<file path="src/rtl/clock_pkg.sv">
// clock_pkg: shared hour FSM states, BCD hour constants and 12/24-hour conversions.
package clock_pkg;
  typedef enum logic [1:0] {IDLE, CAPTURE, EDIT, COMMIT} state_t;
  localparam logic [7:0] H12 = 8'h12;
  localparam logic [7:0] H01 = 8'h01;
  localparam logic [7:0] H00 = 8'h00;
  typedef struct packed {
    logic       pm;
    logic [7:0] hour;
  } h12_t;
  function automatic logic [7:0] bcd2bin(input logic [7:0] h);
    return 8'(h[7:4]) * 8'd10 + 8'(h[3:0]);
  endfunction
  function automatic logic [7:0] bin2bcd(input logic [7:0] b);
    return ((b / 8'd10) << 4) | (b % 8'd10);
  endfunction
  function automatic h12_t bcd_24to12(input logic [7:0] h);
    logic [7:0] b;
    b = bcd2bin(h);
    if (h[7:4] > 4'd9 || h[3:0] > 4'd9 || b > 8'd23) return '{pm: 1'b0, hour: H12};
    if (b == 8'd0) return '{pm: 1'b0, hour: H12};
    if (b < 8'd12) return '{pm: 1'b0, hour: h};
    if (b == 8'd12) return '{pm: 1'b1, hour: H12};
    return '{pm: 1'b1, hour: bin2bcd(b - 8'd12)};
  endfunction
  function automatic logic [7:0] bcd_12to24(input logic [7:0] hour, input logic pm);
    logic [7:0] b;
    b = bcd2bin(hour);
    return bin2bcd(pm ? (b == 8'd12 ? 8'd12 : b + 8'd12) : (b == 8'd12 ? 8'd0 : b));
  endfunction
endpackage

</file>
<file path="src/rtl/hour_set_12to24_step.sv">
// bcd_hour12_step: one BCD step of a 12-hour value with 12<->1 wrap; inc+dec cancel.
module bcd_hour12_step
  import clock_pkg::*;
(
  input  logic [7:0] hour_i,
  input  logic       inc,
  input  logic       dec,
  output logic [7:0] hour_o
);
  always_comb begin
    hour_o = (inc && !dec) ? (hour_i == H12 ? H01 :
                              hour_i[3:0] == 4'd9 ? {hour_i[7:4] + 4'd1, 4'd0} : hour_i + 8'd1) :
             (dec && !inc) ? (hour_i == H01 ? H12 :
                              hour_i[3:0] == 4'd0 ? {hour_i[7:4] - 4'd1, 4'd9} : hour_i - 8'd1) :
             hour_i;
  end
endmodule

</file>
<file path="src/rtl/hour_set_12to24.sv">
// hour_set_12to24: edits the hour in 12-hour BCD and commits it back as 24-hour BCD.
module hour_set_12to24
  import clock_pkg::*;
#(
  parameter int REPEAT_DELAY = 50_000_000,
  parameter int REPEAT_RATE  = 10_000_000
) (
  input  logic       clk,
  input  logic       rst_n,
  input  logic       set_mode,
  input  logic       btn_inc,
  input  logic       btn_dec,
  input  logic       btn_ampm,
  input  logic [7:0] cur_hour,
  output logic [7:0] hour12,
  output logic       pm,
  output logic       editing,
  output logic [7:0] hour24,
  output logic       load
);
  state_t     state_q, state_d;
  logic [7:0] hour12_q, hour12_d, hour24_q, hour24_d, step_hour;
  logic       pm_q, pm_d, inc_q, dec_q, ampm_q;
  logic       edit_act, rpt_inc, rpt_dec, step_inc, step_dec;
  h12_t       cap;
  assign edit_act = state_q == EDIT && set_mode;
`ifdef AUTO_REPEAT_EN
  localparam int RMAX = REPEAT_DELAY > REPEAT_RATE ? REPEAT_DELAY : REPEAT_RATE;
  localparam int CW = $clog2(RMAX + 1);
  logic [CW-1:0] cnt_q, cnt_d;
  logic          rep_q, rep_d, held, fire;
  always_comb begin
    held    = edit_act && (btn_inc ^ btn_dec) && ((btn_inc && inc_q) || (btn_dec && dec_q));
    fire    = held && cnt_q == (rep_q ? CW'(REPEAT_RATE - 1) : CW'(REPEAT_DELAY - 1));
    cnt_d   = (held && !fire) ? cnt_q + CW'(1) : '0;
    rep_d   = held && (rep_q || fire);
    rpt_inc = fire && btn_inc;
    rpt_dec = fire && btn_dec;
  end
  always_ff @(posedge clk) begin
    if (!rst_n) begin
      cnt_q <= '0;
      rep_q <= 1'b0;
    end else begin
      cnt_q <= cnt_d;
      rep_q <= rep_d;
    end
  end
`else
  assign rpt_inc = 1'b0;
  assign rpt_dec = 1'b0;
`endif
  assign step_inc = (btn_inc && !inc_q) || rpt_inc;
  assign step_dec = (btn_dec && !dec_q) || rpt_dec;
  bcd_hour12_step u_step (
    .hour_i (hour12_q),
    .inc    (step_inc),
    .dec    (step_dec),
    .hour_o (step_hour)
  );
  always_comb begin
    cap      = bcd_24to12(cur_hour);
    state_d  = (state_q == IDLE && set_mode) ? CAPTURE :
               state_q == CAPTURE ? EDIT :
               (state_q == EDIT && !set_mode) ? COMMIT :
               state_q == COMMIT ? IDLE : state_q;
    hour12_d = state_q == CAPTURE ? cap.hour : edit_act ? step_hour : hour12_q;
    pm_d     = state_q == CAPTURE ? cap.pm : (edit_act && btn_ampm && !ampm_q) ? ~pm_q : pm_q;
    hour24_d = (state_q == EDIT && !set_mode) ? bcd_12to24(hour12_q, pm_q) : hour24_q;
  end
  always_ff @(posedge clk) begin
    if (!rst_n) begin
      state_q  <= IDLE;
      hour12_q <= H12;
      pm_q     <= 1'b0;
      hour24_q <= H00;
      inc_q    <= 1'b0;
      dec_q    <= 1'b0;
      ampm_q   <= 1'b0;
    end else begin
      state_q  <= state_d;
      hour12_q <= hour12_d;
      pm_q     <= pm_d;
      hour24_q <= hour24_d;
      inc_q    <= btn_inc;
      dec_q    <= btn_dec;
      ampm_q   <= btn_ampm;
    end
  end
  assign load    = state_q == COMMIT;
  assign editing = state_q == CAPTURE || state_q == EDIT;
  assign hour12  = hour12_q;
  assign pm      = pm_q;
  assign hour24  = hour24_q;
endmodule

</file>
<file path="config.mk">
export PLATFORM = sky130hd
export DESIGN_NAME = hour_set_12to24
export DESIGN_NICKNAME = d
export VERILOG_FILES = /design/src/rtl/clock_pkg.sv /design/src/rtl/hour_set_12to24_step.sv /design/src/rtl/hour_set_12to24.sv
export SDC_FILE = /design/constraint.sdc
export NUM_CORES = 1
export LEC_CHECK = 0
export ABC_AREA = 0
export BUFFER_PORTS_ARGS = -buffer_cell sky130_fd_sc_hd__buf_2
export CAP_MARGIN = 20
export CELL_PAD_IN_SITES_DETAIL_PLACEMENT = 0
export CELL_PAD_IN_SITES_GLOBAL_PLACEMENT = 1
export CORE_MARGIN = 2
export CORE_UTILIZATION = 42
export DETAILED_ROUTE_END_ITERATION = 10
export GPL_ROUTABILITY_DRIVEN = 0
export PLACE_DENSITY_LB_ADDON = 0.1
export SYNTH_ARGS = -nofsm -noshare
export SYNTH_HDL_FRONTEND = slang
export SYNTH_SLANG_ARGS = --single-unit
</file>
<file path="constraint.sdc">
create_clock -name clk -period 5.7 [get_ports clk]
set_input_delay 1.14 -clock clk [delete_from_list [all_inputs] [get_ports clk]]
set_output_delay 1.14 -clock clk [all_outputs]
set_load 0.02 [all_outputs]
</file>
==> impl_metrics.toml, run 1 <==
[worst_setup_path]
crit_fanout = 8
startpoint_type = "flop"
r2r.worst_path.cells = 22
cp-end-kind = "flop"
r2r-start = "hour12[4]$_SDFFE_PN1P_"
reg2reg_setup_slack_ns = 0.36
cp.arrival_ns = 5.50
required_ns = 5.86
cp_slowest_cell = "or3b_1"
worstSetupPathType = "reg2reg"
crit_top_cell = "ha_1"
r2r_end = "hour24[2]$_SDFFE_PN0P_"
cp_cell_sequence = "ha_1 -> ha_1 -> xnor2_2 -> inv_1 -> ha_1 -> or3b_1 -> a2111oi_1 -> a31oi_1 -> a311o_1 -> o211ai_1 -> a2111oi_0 -> a211o_1 -> or2_2 -> inv_1 -> ha_2 -> nor2_1 -> a21oi_1 -> o221a_2 -> o221a_2 -> a32o_1 -> a21oi_1 -> a2111oi_1"
critPathMaxStageDelay_ns = 0.38

[timing]
min_period_ns = 5.342
setup_viol = 0
drv_slew = 0
skew_ns = 0.003291
relSlewSlack_pct = 35.97
hold_violations = 0
worstMarginPinSlew_ns = 0.9517
max_freq_mhz = 187.2
finalCritPeriodShare_pct = 93.72

[floorplan]
start_util_pct = 42.74
io_pins = 33
die_y_um = 108.8
rows = 38
die-area_mm2 = 0.01184
coreArea_mm2 = 0.01079
die_w_um = 108.8

[synth]
async_reset_ff_share_pct = 0
syn_inst = 648
ys_types = 94
synth_top_area_cell = "dfxtp_1"
syn_avg_cell_area_um2 = 7.119
yosys-top-cells-area = "dfxtp_1 (9.5%), ha_1 (9.5%), a21oi_1 (5.2%), nand2_1 (5.0%), o21ai_0 (4.4%)"
syn-num-nets = 701
ys_seq_area_share_pct = 9.547
ys_seq_elements = 22
yosysWarnings = 0
netlist.area_leader.share_pct = 9.547
netlist_area_mm2 = 0.004613
synth_most_common_cell = "nand2_1"
ys.flop_type = "dfxtp_1"
synth_commonest_cells = "nand2_1 (61), a21oi_1 (48), nor2_1 (48), o21ai_0 (41), ha_1 (35)"
synth_edf_count = 0

[clock_network]
cts_max_level = 1
cts_tree = "done"
clock_sinks = 22
hold_buffers = 0
cts-root-buf = "clkbuf_8"
ctsLongestPathBuffers = 2
cts.reportedPaths.clkPinSlew_ns = 0.09
clock_latency_ns = 0.27
numCtsBuffers = 3

[cells_and_area]
fin_nets = 746
drive_gt1_share_pct = 18.35
antenna_cells = 0
fin_area_mm2 = 0.005250
area_growth_syn_to_layout_pct = 13.81
nFillCells = 1095
fin_cells = 832

[global_route]
use_met1_pct = 30.60
track_usage_pct = 24.78
top_usage_layer = "met2"
grt_max_degree = 19
grt-ovfl-total = 0
use_met2_pct = 45.22
grt_pass1_wl_um = 23970
antenna_found_initial = 0
grt_pass1_vias = 4980
grtUsageMet3_pct = 2.331

[routing]
ant_nets = 0
first_pass_iters = 5
vias = 5249
totalWireLength_um = 14420
first_iter_violations = 398
vias_per_cell = 6.309
remaining_drc_errors = 0
wl_per_cell_um = 17.34

[min_path]
hold_path_startpoint = "hour24[0]$_SDFFE_PN0P_"
min_path_cells = 2
hold_end = "hour24[0]$_SDFFE_PN0P_"
hp-class = "reg2reg"

[place]
dp_cells = 827
io_buffers = 32
hpwl_um = 11380
dpl_cell_area_mm2 = 0.005124

[power_and_ir_drop]
power_density_mw_per_mm2 = 499.9
total_power_mw = 2.625
max-vdd-ir-drop_mv = 0.3510
total_leakage_power_nw = 2.187

[status]
status = "finished, final reports clean"

[run]
maxCapViolations = 0
area by class of cell:
type                            count  area, um2  area share [%]
Clock inverter                      1      30.03          0.5720
Multi-Input combinational cell    557       3934           74.93
Timing Repair Buffer               80      520.5           9.914
Tap cell                          140      175.2           3.337
Clock buffer                        3      41.29          0.7865
Sequential cell                    22      440.4           8.389
Inverter                           29      108.9           2.073
per-layer routing:
| metal | wire, um | vias to the layer above |
|---|---|---|
| li1 | - | 2570 |
| met1 | 6152 | 2447 |
| met2 | 7248 | 195 |
| met3 | 635 | 37 |
| met4 | 387 | 0 |
| met5 | 0 | - |
worst max-delay path, delay by kind of cell (launching register included):
| family | cells | cell delay, ns |
|---|---|---|
| adder cells (fa/ha/maj) | 4 | 1.09 |
| buffers and inverters | 2 | 0.17 |
| flip-flops | 1 | 0.35 |
| XOR/XNOR | 1 | 0.20 |
| AND/OR/NAND/NOR | 3 | 0.74 |
| AO/OA/AOI/OAI | 12 | 2.67 |
registers in the layout, summed over array words and instances, names as in the netlist:
name and flops:
inc_q 1, pm 1, state_q 2, hour24 8, ampm_q 1, hour12 8, dec_q 1
cells by family after synthesis:
group | synth area share, %
compound gates | 38.24
buf+inv | 6.211
xor+xnor | 6.374
simple gates | 27.37
mux | 1.031
fa+ha+maj | 11.23
flops | 9.547
power by group:
group | leakage, nW | internal, mW | total (mW) | switching [mW]
Sequential | 0.180 | 0.171 | 0.184 | 0.0126
Clock | 0.0357 | 0.0939 | 0.151 | 0.0572
Combinational | 1.97 | 0.931 | 2.29 | 1.36
metrics by stage:
stage | setup slack, ns | TNS [ns] | hold slack (ns) | utilization (%)
2_1_floorplan | 0.03567 | 0 | 0.5345 | -
3_3_place_gp | -0.02941 | -0.02941 | 0.4435 | 47.47
3_5_place_dp | -0.04600 | -0.04600 | 0.4481 | 47.47
4_1_cts | 0.1359 | 0 | 0.4608 | 48.13
5_1_grt | -0.007713 | -0.007713 | 0.4940 | 48.64
6_report | 0.3577 | 0 | 0.4548 | 48.64
how the worst max path moves through the flow:
stage / cells after the start / end / startpoint / slack [ns]
global placement: 20 / hour12[5]$_SDFFE_PN0P_ / cur_hour[5] / -0.03
floorplan: 21 / hour12[5]$_SDFFE_PN0P_ / cur_hour[5] / 0.04
finish: 22 / hour24[2]$_SDFFE_PN0P_ / hour12[4]$_SDFFE_PN1P_ / 0.36
detailed placement: 20 / hour12[5]$_SDFFE_PN0P_ / cur_hour[5] / -0.05
CTS: 22 / hour24[2]$_SDFFE_PN0P_ / hour12[4]$_SDFFE_PN1P_ / 0.14
global route: 21 / hour24[2]$_SDFFE_PN0P_ / hour12[5]$_SDFFE_PN0P_ / -0.008
timing repair:
item	in CTS	in global routing
endpoints found under the setup margin	0	8
buffers inserted	0	1
gates resized for setup	0	11
placed cells by master (no fill, tap or decap), types with 13 or more instances in the layout:
cell type / netlist / layout
a21o_1: 17 / 17
a21oi_1: 48 / 46
and2_1: 13 / 13
buf_2: 10 / 32
buf_4: 0 / 48
dfxtp_1: 22 / 22
ha_1: 35 / 34
inv_1: 26 / 26
nand2_1: 61 / 61
nand3_1: 26 / 26
nor2_1: 48 / 47
nor3_1: 14 / 14
o211ai_1: 14 / 14
o21ai_0: 41 / 41
xnor2_1: 18 / 17
No activity file was read; power rests on OpenSTA's default activity.
==> run 2, diff against run 1 <==
--- a/config.mk
+++ b/config.mk
@@ -8,13 +8,11 @@
 export ABC_AREA = 0
 export BUFFER_PORTS_ARGS = -buffer_cell sky130_fd_sc_hd__buf_2
 export CAP_MARGIN = 20
-export CELL_PAD_IN_SITES_DETAIL_PLACEMENT = 0
-export CELL_PAD_IN_SITES_GLOBAL_PLACEMENT = 1
 export CORE_MARGIN = 2
-export CORE_UTILIZATION = 42
+export CORE_UTILIZATION = 57
 export DETAILED_ROUTE_END_ITERATION = 10
 export GPL_ROUTABILITY_DRIVEN = 0
-export PLACE_DENSITY_LB_ADDON = 0.1
+export PLACE_DENSITY = 0.79
 export SYNTH_ARGS = -nofsm -noshare
 export SYNTH_HDL_FRONTEND = slang
 export SYNTH_SLANG_ARGS = --single-unit
==> run 2 against run 1 <==
  * Power fell by 0.19%
  * Highest routed layer unchanged
  * Maximum frequency decreased by 2.7%
  * Setup slack got worse by 0.15 ns
  * Global-route usage rose by 5.8 points
  * Final cell count down 5.5%
  * Critical endpoint is now hour12[2]$_SDFFE_PN0P_
  * Flip-flop and latch count stayed put
  * Hold slack gained 0.0081 ns
  * Non-clock buffer count is 8 lower
  * Clock skew rose by 0.0065 ns
==> impl_metrics.toml, run 2 (same netlist as run 1, synthesis figures left out) <==
[floorplan]
die_y_um = 93.96
rows = 32
die_w_um = 93.96
die-area_mm2 = 0.008828
coreArea_mm2 = 0.007767
io_pins = 33
start_util_pct = 59.39

[clock_network]
ctsLongestPathBuffers = 2
cts-root-buf = "clkbuf_8"
cts_max_level = 1
numCtsBuffers = 3
clock_sinks = 22
cts_tree = "done"
cts.reportedPaths.clkPinSlew_ns = 0.09
clock_latency_ns = 0.27
hold_buffers = 0

[timing]
drv_slew = 0
skew_ns = 0.009793
min_period_ns = 5.489
worstMarginPinSlew_ns = 0.9401
relSlewSlack_pct = 36.75
rsz0062_at_grt = "no"
setup_viol = 0
max_freq_mhz = 182.2
tns_ns = 0
hold_violations = 0
finalCritPeriodShare_pct = 96.29

[cells_and_area]
fin_nets = 738
drive_gt1_share_pct = 18.13
fin_cells = 786
nFillCells = 682
final_cell_mix = "nand2_1 (61), nor2_1 (48), a21oi_1 (47), o21ai_0 (40), buf_4 (40)"
final_common_cell = "nand2_1"
antenna_cells = 0
area_growth_syn_to_layout_pct = 11.99
layout.area.seq_um2 = 440.4
multi_input_area_mm2 = 0.003958

[routing]
first_iter_violations = 642
totalWireLength_um = 13780
vias = 5387
ant_nets = 0
vias_per_cell = 6.854
wl_per_cell_um = 17.53
remaining_drc_errors = 0
first_pass_iters = 6

[min_path]
hp-class = "reg2reg"
min_path_cells = 2

[place]
hpwl_um = 10460
io_buffers = 32
dp_cells = 779

[worst_setup_path]
startpoint_type = "input port"
r2r.worst_path.cells = 22
path_depth = 21
crit_fanout = 8
cp-end-kind = "flop"
worstSetupPathType = "in2reg"
path_buf_inv = 4
critPathMaxStageDelay_ns = 0.58
cpLargestDelayFamily = "compound AO/OA/AOI/OAI gates"
cp_slowest_cell = "fa_2"
required_ns = 5.83
cp_cell_sequence = "buf_2 -> ha_1 -> ha_1 -> fa_2 -> xor3_1 -> a211oi_2 -> o2111ai_2 -> a21o_1 -> buf_4 -> a31oi_1 -> a211oi_1 -> nor4_4 -> buf_4 -> nand2_2 -> a32oi_2 -> nand3_1 -> inv_1 -> ha_1 -> nand4b_1 -> o2111ai_1 -> a221oi_1"
crit_top_cell = "ha_1"
cp.arrival_ns = 5.62

[global_route]
top_usage_layer = "met2"
grtUsageMet3_pct = 3.612
grt_pass1_vias = 4818
antenna_found_initial = 0
grt-ovfl-total = 0
grt_max_degree = 21
use_met1_pct = 45.00
track_usage_pct = 30.60
use_met2_pct = 47.98
grt_pass1_wl_um = 22710

[run]
maxCapViolations = 0

[status]
status = "finished, final reports clean"

[power_and_ir_drop]
max-vdd-ir-drop_mv = 0.4254
total_power_mw = 2.620
total_leakage_power_nw = 2.144
power_density_mw_per_mm2 = 507.1
run 2: metrics by stage:
step | utilization [%] | hold slack (ns) | setup slack, ns | cell area, um2
floorplan | - | 0.5345 | 0.03567 | 4613
global placement | 64.38 | 0.4531 | 0.09331 | 5001
detailed placement | 64.38 | 0.4541 | -0.002325 | 5001
CTS | 65.30 | 0.4667 | 0.1020 | 5072
global route | 66.51 | 0.4961 | 0.002823 | 5166
finish | 66.51 | 0.4629 | 0.2114 | 5166
run 2: metal layers:
metal  part of all wire [%]  wire length, um
met5                      0                0
met4                    1.3              180
met3                    7.9             1084
met2                     44             6100
met1                     47             6412
run 2: tightest hold or removal path: cells and delay by family, from the launching register on:
kind               cells  cell delay, ns
AOI/OAI and AO/OA      1            0.05
and+or+nand+nor        1            0.05
DFF                    1            0.32
run 2: final cells by class:
cell class,count,share of cell area [%]
clock buffer,3,0.7992
clock inverter,1,0.5813
inverter,29,2.107
multi-input combinational,557,76.60
sequential,22,8.525
tap,102,2.470
timing repair buffer,72,8.913
run 2: final timing paths:
path	start	to	slack [ns]
worst max register to register	hour12[4]$_SDFFE_PN1P_	hour24[2]$_SDFFE_PN0P_	0.30
worst max-delay path	cur_hour[5]	hour12[2]$_SDFFE_PN0P_	0.21
worst min register to register	hour24[0]$_SDFFE_PN0P_	hour24[0]$_SDFFE_PN0P_	0.46
worst min-delay path	hour24[0]$_SDFFE_PN0P_	hour24[0]$_SDFFE_PN0P_	0.46
run 2: what timing repair did:
action                                  CTS  global route
gates resized for setup                   0            21
endpoints found under the setup margin    0            11
setup buffers                             0             3
run 2: power by group:
group          total [mW]  switching, mW  internal, mW  leakage [nW]
combinational        2.29           1.38         0.907          1.93
sequential          0.186         0.0145         0.171         0.180
clock               0.147         0.0530        0.0939        0.0357
total                2.62           1.45          1.17          2.14
==> run 3, diff against run 2 <==
--- a/config.mk
+++ b/config.mk
@@ -9,10 +9,9 @@
 export BUFFER_PORTS_ARGS = -buffer_cell sky130_fd_sc_hd__buf_2
 export CAP_MARGIN = 20
 export CORE_MARGIN = 2
-export CORE_UTILIZATION = 57
+export CORE_UTILIZATION = 27
 export DETAILED_ROUTE_END_ITERATION = 10
 export GPL_ROUTABILITY_DRIVEN = 0
-export PLACE_DENSITY = 0.79
 export SYNTH_ARGS = -nofsm -noshare
 export SYNTH_HDL_FRONTEND = slang
 export SYNTH_SLANG_ARGS = --single-unit
==> run 3 against run 2 <==
  * Sequential share of layout area shrank 0.28 points
  * Final cell count grew 16%
  * Via count shrank 6.0%
  * Setup slack gained 0.062 ns
  * Wire length grew 0.20%
  * Die area grew 110%
  * Register-to-register slack lost 0.03 ns
  * Global-route usage shrank 16 points
  * Hold slack gained 0.017 ns
  * Sequential power is essentially flat
  * Maximum frequency grew 1.1%
  * Largest cell class unchanged
  * Largest power group unchanged
  * Highest routed layer unchanged
==> impl_metrics.toml, run 3 (same netlist as run 1, synthesis figures left out) <==
[routing]
totalWireLength_um = 13800
remaining_drc_errors = 0
vias_per_cell = 5.571
vias = 5064
ant_nets = 0
wl_per_cell_um = 15.19
first_iter_violations = 381
first_pass_iters = 5

[power_and_ir_drop]
total_leakage_power_nw = 2.175
max-vdd-ir-drop_mv = 0.2519
power_density_mw_per_mm2 = 482.1

[floorplan]
start_util_pct = 27.72
rows = 47
die-area_mm2 = 0.01815
coreArea_mm2 = 0.01664
io_pins = 33
die_w_um = 134.7
die_y_um = 134.7

[worst_setup_path]
crit_fanout = 10
cp-end-kind = "flop"
startpoint_type = "flop"
required_ns = 5.84
worstSetupPathType = "reg2reg"
reg2reg_setup_slack_ns = 0.27
cp.arrival_ns = 5.57

[cells_and_area]
fin_util_pct = 32.08
drive_gt1_share_pct = 17.85
fin_nets = 743
final_common_cell = "nand2_1"
antenna_cells = 0
final_cell_mix = "nand2_1 (61), a21oi_1 (48), nor2_1 (48), buf_4 (45), o21ai_0 (40)"
area_growth_syn_to_layout_pct = 15.73

[clock_network]
cts.reportedPaths.clkPinSlew_ns = 0.06
cts_tree = "done"
cts_max_level = 1
numCtsBuffers = 3
clock_sinks = 22
cts-root-buf = "clkbuf_16"
clock_latency_ns = 0.26
ctsLongestPathBuffers = 2

[timing]
max_freq_mhz = 184.3
setup_viol = 0
relSlewSlack_pct = 37.30
skew_ns = 0.004851
hold_violations = 0
worstMarginPinSlew_ns = 0.9319
finalCritPeriodShare_pct = 95.20
drv_slew = 0
fin_hold_ws_ns = 0.4796
min_period_ns = 5.426
tns_ns = 0

[global_route]
grt_pass1_vias = 4783
antenna_found_initial = 0
track_usage_pct = 14.91
grt-ovfl-total = 0
grt_max_degree = 20
grt_pass1_wl_um = 23180

[status]
status = "finished, final reports clean"

[min_path]
hp-class = "reg2reg"

[run]
maxCapViolations = 0

[place]
io_buffers = 32
hpwl_um = 10900
==> run 3: changes by cell type in the layout (fill, tap and decap cells not counted), moves of 2 or more <==
| cell | delta |
|---|---|
| clkbuf_16 | +3 |
| a2111oi_0 | +2 |
| nor4_2 | -2 |
| buf_4 | +5 |
| clkbuf_8 | -2 |
| a2111oi_2 | -3 |
| nor4_1 | +2 |
==> run 3: layout make-up <==
| cell class | instances | area (um2) |
|---|---|---|
| multi-input cells | 557 | 3928 |
| well taps | 220 | 275.3 |
| fillers | 1794 | 11300 |
| inverters | 29 | 108.9 |
| clock buffers | 4 | 88.84 |
| repair buffers | 77 | 498.0 |
| flip-flops and latches | 22 | 440.4 |
==> run 3: final timing paths <==
kind                                              from                     end  cells after the start
worst min register to register  hour24[0]$_SDFFE_PN0P_  hour24[0]$_SDFFE_PN0P_                      2
worst max register to register  hour12[5]$_SDFFE_PN0P_  hour24[2]$_SDFFE_PN0P_                     21
worst min-delay path            hour24[0]$_SDFFE_PN0P_  hour24[0]$_SDFFE_PN0P_                      2
worst max-delay path            hour12[5]$_SDFFE_PN0P_  hour24[2]$_SDFFE_PN0P_                     21
==> run 3: through the flow <==
stage,worst slack [ns],power [mW],instance area (um2),cells
global placement,0.05679,2.322,5201,904
CTS,0.09685,2.501,5290,908
global route,-0.02970,2.826,5339,909
floorplan,0.03567,1.813,4613,648
detailed placement,-0.01811,2.327,5201,904
finish,0.2737,2.574,5339,909
==> run 3: routing by layer <==
metal / global-route usage (%) / up-vias / routed length (um)
met5: 0 / - / 0
met4: 2.690 / 0 / 144
met3: 0.4129 / 9 / 404
met2: 26.03 / 102 / 6541
met1: 20.73 / 2392 / 6713
li1: - / 2561 / -
==> run 3: where the power goes <==
| group | internal (mW) | switching [mW] | leakage, nW |
|---|---|---|---|
| sequential | 0.172 | 0.0128 | 0.180 |
| clock | 0.107 | 0.0538 | 0.0442 |
| combinational | 0.913 | 1.32 | 1.95 |
| total | 1.19 | 1.38 | 2.18 |
==> run 3: repair_timing <==
| action | 4_1_cts | 5_1_grt |
|---|---|---|
| hold buffers | 0 | 0 |
| gates resized for setup | 0 | 12 |
| buffers inserted | 0 | 1 |
| endpoints found under the setup margin | 0 | 10 |
==> run 3: worst max-delay path, cell delays in order, from the launching register on <==
cell and delay (ns):
dfxtp_1 0.46, ha_1 0.28, ha_1 0.25, fa_1 0.56, xor2_1 0.22, buf_4 0.18, nand3_1 0.10, a21oi_1 0.11
nor4bb_2 0.50, a21o_1 0.27, a2111oi_0 0.10, a211o_1 0.34, or2_2 0.30, inv_1 0.08, ha_2 0.27, nor2_1 0.07
a21oi_1 0.12, o221a_2 0.19, o221a_2 0.22, a32o_1 0.24, a21oi_1 0.09, a2111oi_1 0.37
